File: config.mk
export PLATFORM = sky130hd
export DESIGN_NAME = mult_acc_flat
export DESIGN_NICKNAME = d
export VERILOG_FILES = /design/src/rtl/mult_acc_pkg.sv /design/src/rtl/mult_acc_if.sv /design/src/rtl/mult_acc_rdy_edge.sv /design/src/rtl/mult_acc.sv /design/src/flat_wrapper.sv
export SDC_FILE = /design/constraint.sdc
export NUM_CORES = 1
export LEC_CHECK = 0
export CAP_MARGIN = 15
export CELL_PAD_IN_SITES_DETAIL_PLACEMENT = 1
export CELL_PAD_IN_SITES_GLOBAL_PLACEMENT = 2
export CORE_MARGIN = 4
export CORE_UTILIZATION = 36
export CTS_CLUSTER_DIAMETER = 100
export DETAILED_ROUTE_END_ITERATION = 8
export MAX_ROUTING_LAYER = met4
export PLACE_DENSITY_LB_ADDON = 0.08
export SLEW_MARGIN = 15
export SYNTH_ARGS = -nofsm -noshare
export SYNTH_HDL_FRONTEND = slang
export SYNTH_SLANG_ARGS = --single-unit
File: constraint.sdc
create_clock -name clk -period 7.9 [get_ports clk]
set_input_delay 2.37 -clock clk [delete_from_list [all_inputs] [get_ports clk]]
set_output_delay 2.37 -clock clk [all_outputs]
set_load 0.01 [all_outputs]
File: src/rtl/mult_acc_pkg.sv
// Shared types and defaults for the multiplier back-end blocks.
package mult_pkg;
  localparam int N_DEF   = 8;
  localparam int M_DEF   = 8;
  localparam int LEN_DEF = 4;

  typedef enum logic {S_IDLE = 1'b0, S_ACC = 1'b1} state_t;

  // Width that holds LEN full-scale products without loss.
  function automatic int acc_width(int n, int m, int len);
    return n + m + $clog2(len);
  endfunction
endpackage

File: src/rtl/mult_acc_if.sv
// Product-in / sum-out bundle between multiplier, accumulator and sink.
interface mult_acc_if #(
  parameter int N     = 8,
  parameter int M     = 8,
  parameter int ACC_W = 18
);
  logic             result_rdy;
  logic [N+M-1:0]   result;
  logic             acc_ack;
  logic             acc_vld;
  logic [ACC_W-1:0] acc_out;

  modport master (output result_rdy, result, acc_ack, input acc_vld, acc_out);
  modport slave  (input result_rdy, result, acc_ack, output acc_vld, acc_out);
endinterface

File: src/rtl/mult_acc_rdy_edge.sv
// Rising-edge detect on result_rdy; history resets high so a level held
// across reset release is not taken as a new product.
module rdy_edge (
  input  logic clk,
  input  logic rstn,
  input  logic lvl_i,
  output logic rise_o
);
  logic rdy_q;

  always_ff @(posedge clk or negedge rstn) begin
    if (!rstn) rdy_q <= 1'b1;
    else       rdy_q <= lvl_i;
  end

  assign rise_o = lvl_i & ~rdy_q;
endmodule

File: src/rtl/mult_acc.sv
// Dot-product accumulator: sums LEN products into one valid/ack sum.
// Define MULT_ACC_SAT_EN to clamp at 2^ACC_W-1 instead of wrapping.
module mult_acc
  import mult_pkg::*;
#(
  parameter int N     = N_DEF,
  parameter int M     = M_DEF,
  parameter int LEN   = LEN_DEF,
  parameter int ACC_W = acc_width(N, M, LEN),
  localparam int GW   = (LEN > 1) ? $clog2(LEN) : 1
) (
  input  logic          clk,
  input  logic          rstn,
  mult_acc_if.slave     bus,
  input  logic          clr,
  output logic [GW-1:0] grp_idx,
  output logic          ovf,
  output logic          sat
);
  localparam int CW = $clog2(LEN + 1);
  localparam int SW = ((ACC_W > N + M) ? ACC_W : N + M) + 1;

  logic cap;
  rdy_edge u_edge (.clk(clk), .rstn(rstn), .lvl_i(bus.result_rdy), .rise_o(cap));

  state_t           state_q, state_d;
  logic [ACC_W-1:0] acc_q, acc_d, out_q, out_d;
  logic [GW-1:0]    grp_q, grp_d;
  logic             vld_q, vld_d, ovf_q, ovf_d, sat_q, sat_d;

  logic             keep, clamp, done;
  logic [ACC_W-1:0] base, step;
  logic [CW-1:0]    cnt_base, cnt_nxt;
  logic [SW-1:0]    sum_w;

  // clr discards the old partial, so a coincident capture starts a new group.
  always_comb begin
    keep     = (state_q == S_ACC) && !clr;
    base     = keep ? acc_q : '0;
    cnt_base = keep ? CW'(grp_q) : '0;
    cnt_nxt  = cnt_base + CW'(1);
    sum_w    = SW'(base) + SW'(bus.result);
  end

`ifdef MULT_ACC_SAT_EN
  localparam logic [SW-1:0] MAXV = SW'({ACC_W{1'b1}});
  assign clamp = (sum_w > MAXV);
  assign step  = clamp ? {ACC_W{1'b1}} : sum_w[ACC_W-1:0];
`else
  assign clamp = 1'b0;
  assign step  = ACC_W'(sum_w);
`endif

  always_comb begin
    state_d = state_q;
    acc_d   = acc_q;
    grp_d   = grp_q;
    vld_d   = vld_q;
    out_d   = out_q;
    ovf_d   = ovf_q;
    sat_d   = sat_q;
    done    = 1'b0;

    if (vld_q && bus.acc_ack) vld_d = 1'b0;

    if (cap) begin
      sat_d = sat_q | clamp;
      if (cnt_nxt == CW'(LEN)) begin
        done    = 1'b1;
        state_d = S_IDLE;
        acc_d   = '0;
        grp_d   = '0;
      end else begin
        state_d = S_ACC;
        acc_d   = step;
        grp_d   = GW'(cnt_nxt);
      end
    end else if (clr) begin
      state_d = S_IDLE;
      acc_d   = '0;
      grp_d   = '0;
    end

    // Output slot frees in the same cycle it is acked; otherwise the sum is lost.
    if (done) begin
      if (!vld_q || bus.acc_ack) begin
        vld_d = 1'b1;
        out_d = step;
      end else begin
        ovf_d = 1'b1;
      end
    end
  end

  always_ff @(posedge clk or negedge rstn) begin
    if (!rstn) begin
      state_q <= S_IDLE;
      acc_q   <= '0;
      grp_q   <= '0;
      vld_q   <= 1'b0;
      out_q   <= '0;
      ovf_q   <= 1'b0;
      sat_q   <= 1'b0;
    end else begin
      state_q <= state_d;
      acc_q   <= acc_d;
      grp_q   <= grp_d;
      vld_q   <= vld_d;
      out_q   <= out_d;
      ovf_q   <= ovf_d;
      sat_q   <= sat_d;
    end
  end

  assign bus.acc_vld = vld_q;
  assign bus.acc_out = out_q;
  assign grp_idx     = grp_q;
  assign ovf         = ovf_q;
  assign sat         = sat_q;
endmodule
File: src/flat_wrapper.sv
// flat-port wrapper written by rule: the top's interface ports become plain ports
module mult_acc_flat import mult_pkg::*;
#(
  parameter int N     = N_DEF,
  parameter int M     = M_DEF,
  parameter int LEN   = LEN_DEF,
  parameter int ACC_W = acc_width(N, M, LEN),
  localparam int GW   = (LEN > 1) ? $clog2(LEN) : 1
)
  (clk, rstn, clr, grp_idx, ovf, sat, bus_result_rdy, bus_result, bus_acc_ack, bus_acc_vld, bus_acc_out);
  mult_acc_if #(.N(N), .M(M), .ACC_W(ACC_W)) bus_i ();
  input  logic clk;
  input  logic rstn;
  input  logic clr;
  output logic [GW-1:0] grp_idx;
  output logic ovf;
  output logic sat;
  input wire logic [$bits(bus_i.result_rdy)-1:0] bus_result_rdy;
  input wire logic [$bits(bus_i.result)-1:0] bus_result;
  input wire logic [$bits(bus_i.acc_ack)-1:0] bus_acc_ack;
  output wire logic [$bits(bus_i.acc_vld)-1:0] bus_acc_vld;
  output wire logic [$bits(bus_i.acc_out)-1:0] bus_acc_out;
  assign bus_i.result_rdy = bus_result_rdy;
  assign bus_i.result = bus_result;
  assign bus_i.acc_ack = bus_acc_ack;
  assign bus_acc_vld = bus_i.acc_vld;
  assign bus_acc_out = bus_i.acc_out;
  mult_acc #(.N(N), .M(M), .LEN(LEN), .ACC_W(ACC_W)) u_core (.clk(clk), .rstn(rstn), .bus(bus_i), .clr(clr), .grp_idx(grp_idx), .ovf(ovf), .sat(sat));
endmodule
# Word-level counts from Yosys, hierarchy flattened
# Cells that the tools add are included.
[totals]
reg_bits = 42
latch_bits = 0
ramBits = 0
romBits = 0
input_bits = 21
memories = 0
[classes]
addsub = 2
mul = 0
div_mod_pow = 0
n_lt_le_gt_ge = 0
eq_ne = 1
shifts = 0
mux = 16
bitwise = 3
n_reduce_logical = 8
[ops]
columns = ["operator", "n"]
rows = [
  ["$mux W18", 4],
  ["$add A18 B16 Y18", 1],
  ["$mux W1", 8],
  ["$mux W2", 4],
  ["$reduce_and A2 Y1", 2],
  ["$add A3 B1 Y3 const B", 1],
  ["$eq A3 B3 Y1 const B", 1],
  ["$logic_and A1 B1 Y1", 2],
  ["$logic_not A1 Y1", 2],
  ["$not A1 Y1", 2],
  ["$reduce_bool A2 Y1", 1],
  ["$and A1 B1 Y1", 1],
  ["$logic_or A1 B1 Y1", 1],
]

# Logic depth before layout (Yosys ltp)
[logic_depth]
depth_word = 8
ltp_mapped = 11
mapped_depth_nobuf = 10

# Cells and area by module
# Synthesis repeated with hierarchy kept, for this count alone.
[hier_totals]
hier_cells = 234
area_unflattened_um2 = 2441.1
[modules_own_cells]
columns = ["module", "n_inst", "cells_each", "area_per_inst_um2", "seq_area_each_um2"]
rows = [
  ["mult_acc", 1, 232, 2401.1, 1026.0],
  ["rdy_edge", 1, 2, 40.0, 26.3],
]

# Least setup slack after synthesis
# No wires, ideal clock.
[synth_path]
kind = "input-to-reg"
start = "input clr"
end = "register u_core.acc_q[10]"
setup_time_ns = 0.122
t_arrival_ns = 4.584
setup_slack_ns = 3.195
path_stages = 11
cell_sequence = "nor2b_1 -> clkbuf_1 -> and2_1 -> ha_1 -> fa_1 -> a211oi_1 -> o21a_1 -> a21oi_1 -> o21a_1 -> or3_1 -> a32o_1"
[synth_between]
elab_chain_len = 7
[synth_lines]
columns = ["element", "line", "text"]
rows = [
  ["from (decl)", "flat_wrapper.sv:14", "input logic clr;"],
  ["parallel branches: the longest is 7 deep, another holds $add A18 B16 Y18", "--", ""],
  ["to (signal assigned)", "mult_acc.sv:98", "acc_q <= '0;"],
  ["to (signal assigned)", "mult_acc.sv:106", "acc_q <= acc_d;"],
  ["to (decl)", "mult_acc.sv:27", "logic [ACC_W-1:0] acc_q, acc_d, out_q, out_d;"],
]
# Several ways; the timed one is not identified.
# A chain may end at the register's enable or synchronous reset.

# Final worst setup path
# Same ends and word-level chain as after synthesis.

==> flow_summary.ini <==
[global_routing]
number_of_global_route_vias_before_repair = 2302
grt_util_all_layers_pct = 16.88
gr-total-overflow = 0
first_pass_grt_wire_length_um = 11370
grt_start_max_net_pins = 43
antenna_found_initial = 0

[clock_network]
ctsResizeCount = 0
max_root_sink_buffers = 2
worstSkewPairLatency_ns = 0.30
cts_max_level = 2
path_clk_slew_ns = 0.09
clkSinkCount = 42
postCtsSetupRepairBufs = 0
tritoncts = yes
postCtsHoldBufs = 0
cts-root-buf = sky130_fd_sc_hd__clkbuf_8
cts_made_buffers = 5

[logic_synthesis]
number_of_different_library_cells_in_the_post_synthesis_netlist = 52
netlist_instances = 269
xor_xnor_portion_of_the_synthesized_cell_area_pct = 4.727
post_synth_instance_area_um2 = 2594
synth.most_common_cell = sky130_fd_sc_hd__dfrtp_1
avg_cell_area_syn_um2 = 9.642
synth.yosys.warnings = 0
syn_nets = 308
yosys-top-cells-area = sky130_fd_sc_hd__dfrtp_1, sky130_fd_sc_hd__ha_1, sky130_fd_sc_hd__nand2_1, sky130_fd_sc_hd__and2_1, sky130_fd_sc_hd__a22o_1
synth_top_family_by_area = compound AO/OA/AOI/OAI gates
share_of_async_settable_or_async_resettable_flops_after_synthesis_pct = 100.0
synth.ff_latch_count = 42
muxShareOfSynthArea_pct = 3.136
synthSimpleGateAreaFrac_pct = 18.86
yosys.area.top_type_share_pct = 39.56
most_used_flip_flop_cell_after_synthesis = sky130_fd_sc_hd__dfrtp_1
post_synth_fa_ha_maj_area_fraction_pct = 8.973
synth-edff-count = 0
netlist_top_cells_count = sky130_fd_sc_hd__dfrtp_1, sky130_fd_sc_hd__nand2_1, sky130_fd_sc_hd__and2_1
netlist.top_cell.by_area = sky130_fd_sc_hd__dfrtp_1
compound_gate_portion_of_the_synthesized_area_pct = 21.13
sequential_fraction_of_the_synthesis_area_pct = 40.57

[timing]
post-route-min-period_ns = 5.231
final.setup.tns_ns = 0
relSlewSlack_pct = 34.00
final_hold_viol_count = 0
share_of_the_clock_period_used_by_the_worst_path_pct = 66.22
skew_ns = 0.006808
setup_viol = 0
worst_slew_pin_slew_ns = 0.9900
rsz_0062_raised_after_global_routing = false
slew_violations = 0
max_clock_freq_mhz = 191.2

[detailed_routing]
wl_per_cell_um = 16.51
drt.antenna.violating_nets = 0
route.detailed.vias_per_inst = 5.251
vias = 2137
route.final.wire_length_um = 6719
drt_first_iter_violations = 44
drcViolationCount = 0
drtPass1Iterations = 4

[die]
start_util_pct = 37.55
top_level_ports = 44
die_width_um = 92.88
fp-row-count = 30
fp.dieArea_um2 = 8627
core_area_um2 = 6907
fp.dieH_um = 92.88

[setup_path]
critical-path-top-cell-by-count = sky130_fd_sc_hd__o21a_1
end_kind = flip-flop
cp_slowest_stage_delay_ns = 0.53
setup.reg_to_reg.worst_slack_ns = 4.80
cp_slowest_cell = sky130_fd_sc_hd__clkdlybuf4s50_1
critPathLaunch = clr
crit_path_cell_trace = clkdlybuf4s50_1 -> nor2b_1 -> buf_4 -> and2_1 -> ha_1 -> fa_1 -> a211oi_1 -> o21a_1 -> a21oi_1 -> o21a_1 -> or3_1 -> a32o_1
critPathRequiredTime_ns = 8.09
crit_arrival_ns = 5.42
crit_path_start_kind = primary input
worstPathMaxFanout = 22
rr_startpoint = u_core.state_q
setup.worst_path.class = primary input to flip-flop

[cells_and_area]
finish.net_count = 349
final_design_area_no_fill_um2 = 3216
syn_to_final_growth_pct = 23.97
num-fill-cells = 809
n_antenna_cell = 0
layout-drive-gt1-share_pct = 9.003

[power_and_ir_drop]
worst_supply_voltage_drop_on_vdd_mv = 0.07238
leakage_nw = 1.461
power_per_cell_area_nw_per_um2 = 149.6

[placement]
place_hpwl_um = 4758
placement.io_buffers = 42
postPlaceCellArea_um2 = 3107
gp_congestion = 0.7648

[outcome]
outcome = completed

[hold_path]
worstHoldStart = u_core.acc_q[15]
hp-class = flip-flop to flip-flop

[run]
cap_viol_max_count = 0
[cell usage in the layout (no fill, tap or decap), types with 5 or more instances in the layout]
cell type                          n
sky130_fd_sc_hd__clkdlybuf4s50_1  41
sky130_fd_sc_hd__o21a_1            8
sky130_fd_sc_hd__nand2b_1          6
sky130_fd_sc_hd__ha_1             17
sky130_fd_sc_hd__a22o_1           12
sky130_fd_sc_hd__nor2_1            6
sky130_fd_sc_hd__xnor2_1          12
sky130_fd_sc_hd__nand2_1          40
sky130_fd_sc_hd__dfrtp_1          41
sky130_fd_sc_hd__and2_1           20
sky130_fd_sc_hd__o211ai_1          5
sky130_fd_sc_hd__nand3_1           8
sky130_fd_sc_hd__mux2_2            5
sky130_fd_sc_hd__clkbuf_8          5
sky130_fd_sc_hd__a21oi_1          14
sky130_fd_sc_hd__o21ai_0          13
[kinds of logic after synthesis]
kind of cell,Yosys count
and+or+nand+nor,97
AOI/OAI and AO/OA,75
DFF,42
adders and majority gates,18
buffers and inverters,15
xor gates and xnor gates,14
muxes,7
other,1
[registers in the layout (all words and copies together) (netlist names)]
name,cells
u_core.acc_q,18
u_core.bus.acc_out,18
u_core.bus.acc_vld,1
u_core.grp_idx,2
u_core.ovf,1
u_core.state_q,1
u_core.u_edge.rdy_q,1
[worst paths after layout]
path / cells past startpoint / to
setup / recovery: 12 / u_core.acc_q[10]
hold / removal: 2 / u_core.acc_q[15]
setup reg to reg: 11 / u_core.acc_q[10]
hold reg to reg: 2 / u_core.acc_q[15]
max in group asynchronous: 1 / u_core.acc_q[17]
min in group asynchronous: 1 / u_core.bus.acc_out[3]
[layout make-up]
class | count | area (um^2) | area share [%]
Tap cell | 96 | 120.1 | 3.735
Clock buffer | 5 | 68.82 | 2.140
Clock inverter | 3 | 40.04 | 1.245
Inverter | 3 | 11.26 | 0.3502
Timing Repair Buffer | 46 | 445.4 | 13.85
Sequential cell | 42 | 1052 | 32.72
Multi-Input combinational cell | 212 | 1478 | 45.95
[layer usage]
metal  GRT usage, %  share of wire, %  vias to the layer above  wire length, um
li1               -                 -                     1045                -
met1          21.16                48                     1057             3252
met2          27.95                47                       29             3190
met3          3.249               3.0                        6              200
met4          4.518               1.1                        0               76
met5              -                 0                        -                0
[through the flow]
stage | setup slack (ns) | utilization (%) | hold WS, ns | total power, mW | instances
final | 2.669 | 46.56 | 0.4750 | 0.4811 | 407
after global routing | 2.518 | 46.56 | 0.5101 | 0.5058 | 407
after CTS | 2.658 | 46.56 | 0.4842 | 0.4869 | 407
after detailed placement | 2.370 | 44.98 | 0.4621 | 0.3124 | 399
after global placement | 2.482 | 44.98 | 0.4572 | 0.3112 | 399
after floorplan | 3.195 | - | 0.4406 | 0.2807 | 269
[power breakdown]
group / leakage (nW) / total [mW] / switching, mW / internal [mW]
combinational: 0.837 / 0.0783 / 0.0420 / 0.0362
clock: 0.0579 / 0.174 / 0.0806 / 0.0932
sequential: 0.566 / 0.229 / 0.00481 / 0.224
[worst max-delay path, delay by kind of cell]
kind / cells / cell delay [ns]
AO/OA/AOI/OAI: 5 / 1.10
adder cells (fa/ha/maj): 2 / 0.64
buffers and inverters: 2 / 0.73
AND/OR/NAND/NOR: 3 / 0.57
Note: power is estimated with default switching activity, not from simulation.
